[src/rtl/if_pkg.sv]
// if_pkg: shared types and defaults for the instruction-fetch stage.
package if_pkg;
  typedef enum logic [1:0] {S_IDLE, S_FETCH, S_HOLD} state_t;
  localparam logic [31:0] DEFAULT_NOP_WORD = 32'h0000_0000;
  localparam logic [31:0] DEFAULT_RESET_PC = 32'h8000_0000;
  typedef struct packed {
    logic [31:0] ins;
    logic [31:0] npc;
  } fetch_word_t;
endpackage

[src/rtl/if_skid_buffer.sv]
// if_skid_buffer: one-entry holding register with load/drain/clear; clear wins over load.
module if_skid_buffer #(
  parameter int WIDTH = 64
) (
  input  logic             clk,
  input  logic             rst,
  input  logic             load,
  input  logic             drain,
  input  logic             clear,
  input  logic [WIDTH-1:0] d,
  output logic [WIDTH-1:0] q,
  output logic             valid
);
  always_ff @(posedge clk or negedge rst)
    if (!rst) begin
      valid <= 1'b0;
      q     <= '0;
    end else begin
      valid <= clear ? 1'b0 : load ? 1'b1 : drain ? 1'b0 : valid;
      if (load && !clear) q <= d;
    end
endmodule

[src/rtl/if_fetch.sv]
// if_fetch: PC owner and instruction fetch with skid-buffered stall and redirect/drop handling.
// Optional IF_ALIGN_CHECK_EN adds a sticky misalign output for unaligned redirect targets.
module if_fetch
  import if_pkg::*;
#(
  parameter logic [31:0] RESET_PC = DEFAULT_RESET_PC,
  parameter logic [31:0] NOP_WORD = DEFAULT_NOP_WORD
) (
  input  logic        clk,
  input  logic        rst,
  input  logic        stall,
  input  logic        redirect,
  input  logic [31:0] redirect_pc,
  output logic        imem_req,
  output logic [31:0] imem_addr,
  input  logic        imem_ack,
  input  logic [31:0] imem_rdata,
  output logic [31:0] ins,
  output logic [31:0] npc_o,
  output logic        ins_valid
`ifdef IF_ALIGN_CHECK_EN
  ,
  output logic        misalign
`endif
);
  state_t state, state_n;
  fetch_word_t w, skid_q;
  logic [31:0] pc, drop_addr, target;
  logic drop, skid_valid, acc, halted;
`ifdef IF_ALIGN_CHECK_EN
  assign target = redirect_pc;
  assign halted = misalign;
  always_ff @(posedge clk or negedge rst)
    if (!rst) misalign <= 1'b0;
    else if (redirect) misalign <= |redirect_pc[1:0];
`else
  assign target = redirect_pc & ~32'h3;
  assign halted = 1'b0;
`endif
  // an abandoned request keeps its original address until the memory acks it
  assign imem_req  = state == S_FETCH && !skid_valid && (drop || !halted);
  assign imem_addr = drop ? drop_addr : pc;
  assign acc       = imem_req && imem_ack && !drop && !redirect;
  assign w         = {imem_rdata, pc + 32'd4};
  if_skid_buffer #(.WIDTH(64)) u_skid (
    .clk   (clk),
    .rst   (rst),
    .load  (stall && acc),
    .drain (!stall && skid_valid),
    .clear (redirect),
    .d     (w),
    .q     (skid_q),
    .valid (skid_valid)
  );
  always_comb
    state_n = state == S_IDLE ? S_FETCH :
              redirect ? S_FETCH :
              (state == S_FETCH && stall && acc) ? S_HOLD :
              (state == S_HOLD && !stall) ? S_FETCH : state;
  always_ff @(posedge clk or negedge rst)
    if (!rst) begin
      state     <= S_IDLE;
      pc        <= RESET_PC;
      drop      <= 1'b0;
      drop_addr <= '0;
      ins       <= NOP_WORD;
      npc_o     <= '0;
      ins_valid <= 1'b0;
    end else begin
      state <= state_n;
      drop  <= redirect ? imem_req && !imem_ack : drop && !imem_ack;
      if (redirect && !drop) drop_addr <= imem_addr;
      pc <= redirect ? target : acc ? w.npc : pc;
      if (redirect || (!stall && !skid_valid && !acc)) begin
        ins       <= NOP_WORD;
        ins_valid <= 1'b0;
      end else if (!stall) begin
        ins       <= skid_valid ? skid_q.ins : w.ins;
        npc_o     <= skid_valid ? skid_q.npc : w.npc;
        ins_valid <= 1'b1;
      end
    end
endmodule

[config.mk]
export PLATFORM = sky130hd
export DESIGN_NAME = if_fetch
export DESIGN_NICKNAME = d
export VERILOG_FILES = /design/src/rtl/if_pkg.sv /design/src/rtl/if_skid_buffer.sv /design/src/rtl/if_fetch.sv
export SDC_FILE = /design/constraint.sdc
export NUM_CORES = 1
export LEC_CHECK = 0
export BUFFER_PORTS_ARGS = -buffer_cell sky130_fd_sc_hd__buf_2
export CELL_PAD_IN_SITES_DETAIL_PLACEMENT = 0
export CELL_PAD_IN_SITES_GLOBAL_PLACEMENT = 1
export CORE_MARGIN = 2
export CORE_UTILIZATION = 43
export CTS_CLUSTER_DIAMETER = 80
export DETAILED_ROUTE_END_ITERATION = 16
export PLACE_DENSITY_LB_ADDON = 0.1
export SYNTH_ARGS = -nofsm -noshare
export SYNTH_HDL_FRONTEND = slang
export SYNTH_SLANG_ARGS = --single-unit
[constraint.sdc]
create_clock -name clk -period 2.6 [get_ports clk]
set_input_delay 0.39 -clock clk [delete_from_list [all_inputs] [get_ports clk]]
set_output_delay 0.39 -clock clk [all_outputs]
set_load 0.005 [all_outputs]
== Word level (Yosys, flattened, before mapping) ==
Index checks and enable logic that the tools add are counted.
Operators by class
  add/subtract/negate cells: 1
  eq/ne operators: 3
  mux-type cells: 17
  bitwise logic cells: 2
  reduce and logical (&&, ||, !) cells: 27
Operator list (number)
  two-way mux 32 bit: 7
  adder 32 x 3 -> 32 bit (second input constant): 1
  logical AND 1 bit: 15
  two-way mux 2 bit: 4
  logical NOT 1 bit: 6
  two-way mux 1 bit: 6
  nonzero test 4 bit: 1
  nonzero test 3 bit: 1
  equality test 2 x 1 -> 1 bit (second input constant): 1
  equality test 2 bit (second input constant): 1
  logical NOT 2 bit: 1
  != test 2 x 1 -> 1 bit (second input constant): 1
  NOT 1 bit: 2
  AND reduction 2 bit: 1
  nonzero test 2 bit: 1
  logical OR 1 bit: 1
Storage, ports and cells
  bits in registers: 197
  input port bits: 69
  output and inout bits: 98
  logic and storage cells: 59

== Depth between registers and ports, before layout ==
  word-level depth: 10
  depth in mapped cells: 8
  depth with buffers taken out: 6

== Cells and area by module ==
A second synthesis with hierarchy kept.
Unflattened totals
  cell total of the unflattened synthesis: 868
  area total of the unflattened synthesis: 9776.9 um^2
By module, submodules not included
  if_fetch: times used 1, cells an instance 728, area an instance 7035.5 um^2, seq. area each 3254.4 um^2
  if_skid_buffer: times used 1, cells an instance 140, area an instance 2741.4 um^2, seq. area each 1626.6 um^2

== Worst setup path after synthesis ==
Ideal clock, no wire load.
  path type: register to register
  start point: register pc[2]
  end point: register npc_o[28]
  library setup time: 141 ps
  arrival: 2023 ps
  required time: 2459 ps
  slack: 436 ps
  stages on the path, launching flop included: 8
  buffers on the path: 1
  clock period less this slack: 2164 ps
  cell sequence: dfrtp_1 > ha_1 > nand3_4 > or3_4 > buf_6 > or4_4 > nand4_1 > o311ai_2
On the way
  cells in the longest elaborated chain, start to end: 2
Ends and longest elaborated chain
  start: declaration: line if_fetch.sv:28  | logic [31:0] pc, drop_addr, target;
  start signal: assignment: line if_fetch.sv:73  | pc <= redirect ? target : acc ? w.npc : pc;
  adder 32 x 3 -> 32 bit: line if_fetch.sv:44  | assign w = {imem_rdata, pc + 32'd4};
  two-way mux 32 bit: line if_fetch.sv:79  | npc_o <= skid_valid ? skid_q.npc : w.npc;
  end signal: assignment: line if_fetch.sv:79
  end: declaration: line if_fetch.sv:19  | output logic [31:0] npc_o,
No other way between the ends.
A chain may end at the register's enable or synchronous reset.

== Worst setup path after layout ==
  start point: register pc[3]
  end point: register npc_o[20]
The elaborated chain is that of the path after synthesis.

==> reports/qor.csv <==
stage,metric,value,unit
outcome,outcome,"finished, final reports clean",
pwr,Max rail drop VDD,0.0004455,V
floorplan,die boundary width,149.4,µm
worst_setup_path,Crit Path Class,reg -> reg,
synthesis,Netlist Area Pre-Place,0.009092,mm²
floorplan,Die Span Y,149.4,µm
drt,Via Count,6885,
run,max cap viols,0,
drt,1st-iter DRT viols,330,
final_layout,Antenna Diode Count,0,
worst_setup_path,critical path peak fanout,7,
clock_network,CTS tree,done,
worst_setup_path,CP max stage delay,750,ps
pwr,power density cells,774.8,mW/mm²
synthesis,Ys Warns,0,
worst_setup_path,crit end category,register,
timing,Total Neg Setup Slack,0,ps
timing,period utilization,88.96,%
drt,DRT Pass-1 Iters,5,
synthesis,ranking of synthesized cells by area,"dfrtp_1 (52%), nand2_1 (9.4%), mux2_2 (7.2%), o21ai_0 (5.4%), mux2i_1 (4.4%)",
final_layout,layout cells sized above 1,27.26,%
clock_network,"Reg clk slew, reported paths",60,ps
timing,Max Slew Vio Count,0,
placed_design,placer congestion estimate,0.8115,
worst_setup_path,Worst Setup Start Kind,register,
final_layout,synth-to-layout area growth,19.36,%
floorplan,Die ar.,0.02232,mm²
synthesis,Netlist cell types,51,
floorplan,Rows,53,
worst_setup_path,cell class contributing the biggest share of worst-path delay,simple AND/OR/NAND/NOR gates,
final_layout,fin cells,1350,
timing,FMAX,0.4323,GHz
floorplan,IO Count,167,
placed_design,Cells after DPL,1317,
synthesis,Synth area leader,dfrtp_1,
final_layout,nets,1132,
synthesis,share of flip-flops with an asynchronous set or reset,100.0,%
global_routing,grt ovf,0,
worst_setup_path,worst path cell trace,ha_1 -> nand3_4 -> or4_1 -> o21a_1 -> o31ai_1 -> o21ai_1,
worst_setup_path,Worst R2R Setup Slack,290,ps
synthesis,syn avg cell area,9.777,µm²
synthesis,Mapped Cells,930,
clock_network,CTS Buffer Depth,2,
synthesis,Post-synth EDFFs,0,
worst_setup_path,Worst Path Buf+Inv,0,
worst_setup_path,Worst Path Required,2890,ps
timing,minimum clock period,2313,ps
clock_network,CTS root buffer,clkbuf_16,
synthesis,top cell type's share of synthesized area,52.29,%
global_routing,gr usage total,20.69,%
drt,Vias per Instance,5.100,
timing,slew margin rel.,45.03,%
worst_hold_path,worst hold path class,in -> reg,
global_routing,vias in the first global route,6681,
clock_network,setup bufs post-CTS,0,
timing,Final Hold Fails,0,
placed_design,DP HPWL,15340,µm
drt,wire per inst,16.63,µm
global_routing,first-pass GRT wire length,36110,µm
global_routing,largest net degree at the start of global routing,78,
drt,Post-Route WL,22440,µm
worst_setup_path,"Slowest-stage cell, CP",or4_1,
global_routing,antenna violations before repair,1,
synthesis,sequential share of the synthesized area,52.58,%
timing,# setup viols final,0,
timing,Tightest Pin Transition,824.5,ps
synthesis,top_reg_cell synth,dfrtp_1,
drt,drc violations,0,
clock_network,H-tree levels,4,
synthesis,Seq cells post-synth,191,
floorplan,Initial Util,43.53,%
floorplan,core box area,0.02089,mm²
clock_network,clk sinks,191,
clock_network,CTS Buf Count,17,
drt,Detail Route Antenna Nets,0,
timing,Fin Clk Skew,15.00,ps
placed_design,count of buffers from port buffering,162,
clock_network,worst skew pair latency,420,ps
timing,RSZ-0062 raised after global routing,no,
pwr,Leak Pwr,0.005043,µW
clock_network,post-CTS sizing,0,
worst_setup_path,WP data arrival,2600,ps
state kept, by name, summed over array words and instances, names as in the netlist:
signal and cells:
npc_o 30, drop 1, drop_addr 32, pc 30
u_skid.valid 1, ins 32, ins_valid 1, state 2
u_skid.q 62
layout by cell type, fill, tap and decap left out, types with 9 or more instances in the layout:
cell and instances:
and3_1 9, nor4_1 12, mux2_2 58, a22oi_1 9, nor2_1 32, nand2_1 227
clkbuf_16 17, buf_4 20, dfrtp_1 189, a21oi_1 16, o21ai_0 99, buf_2 161
nor3_1 19, nand3_1 15, o21ai_1 13, nand4_1 10, xnor2_1 42, xor2_1 11
mux2i_1 40
cell type report:
| cell class | instances | area, µm² |
|---|---|---|
| Fill cell | 2007 | 10040 |
| Sequential cell | 191 | 4782 |
| Multi-Input combinational cell | 660 | 3978 |
| Timing Repair Buffer | 187 | 1060 |
| Clock buffer | 21 | 470.5 |
| Tap cell | 275 | 344.1 |
| Clock inverter | 11 | 200.2 |
| Inverter | 5 | 18.77 |
metrics by stage:
stage | area, µm² | setup slack, ps | hold slack (ps) | util (%) | power, µW
floorplan | 9096 | 436.3 | 94.41 | - | 4842
global placement | 10170 | 291.8 | 373.5 | 48.70 | 5488
detailed placement | 10170 | 311.6 | 371.7 | 48.70 | 5540
CTS | 10850 | 283.1 | 136.3 | 51.96 | 8512
global route | 10850 | 135.8 | 148.9 | 51.96 | 8873
finish | 10850 | 287.0 | 160.6 | 51.96 | 8409
path summary, 6_finish.rpt:
path | from | to | cells after the start
setup / recovery | pc[3] | npc_o[20] | 6
hold / removal | imem_ack | drop | 2
setup reg to reg | pc[3] | npc_o[20] | 6
hold reg to reg | u_skid.q[43] | u_skid.q[43] | 2
max in group asynchronous | rst | pc[7] | 3
min in group asynchronous | rst | ins[8] | 2
worst reg2reg max path, delay by kind of cell (launching register included):
kind,cells,cell delay [ps]
adders and majority gates,1,310
AOI/OAI and AO/OA,3,580
and+or+nand+nor,2,880
DFF,1,420
metal layers:
layer / share of wire [%] / vias up / GRT usage (%)
met3: 5.0 / 15 / 3.780
met1: 49 / 3274 / 30.66
met5: 0.058 / - / 0
met4: 0.78 / 2 / 4.857
li1: - / 3419 / -
met2: 45 / 175 / 31.63
synthesized netlist by cell type (14+ instances only):
cell type	number
buf_2	18
mux2i_1	40
clkbuf_1	40
o21ai_0	99
nor3_1	19
a21oi_1	16
mux2_2	58
nand3_1	15
nand2_1	228
nor2_1	32
xnor2_1	42
dfrtp_1	190
o21ai_1	14
repair_timing:
item,CTS,global route
hold buffers,1,0
endpoints found under the setup margin,0,0
hold endpoints to repair,44,0
kinds of logic (layout without fill, tap and decap cells):
group / after synthesis / in the layout / synth area share, %
and+or+nand+nor: 356 / 356 / 17.66
DFF: 191 / 191 / 52.58
AOI/OAI and AO/OA: 150 / 150 / 8.986
muxes: 98 / 98 / 11.59
buffers and inverters: 80 / 224 / 3.908
xor gates and xnor gates: 53 / 53 / 5.105
adders and majority gates: 1 / 1 / 0.1376
other: 1 / 2 / 0.04124
power breakdown:
group          switching, µW  internal [µW]  leakage, µW
sequential               378           3570      0.00241
clock                   1160           1800     0.000326
combinational            777            729      0.00230
No activity file was read; power rests on OpenSTA's default activity.
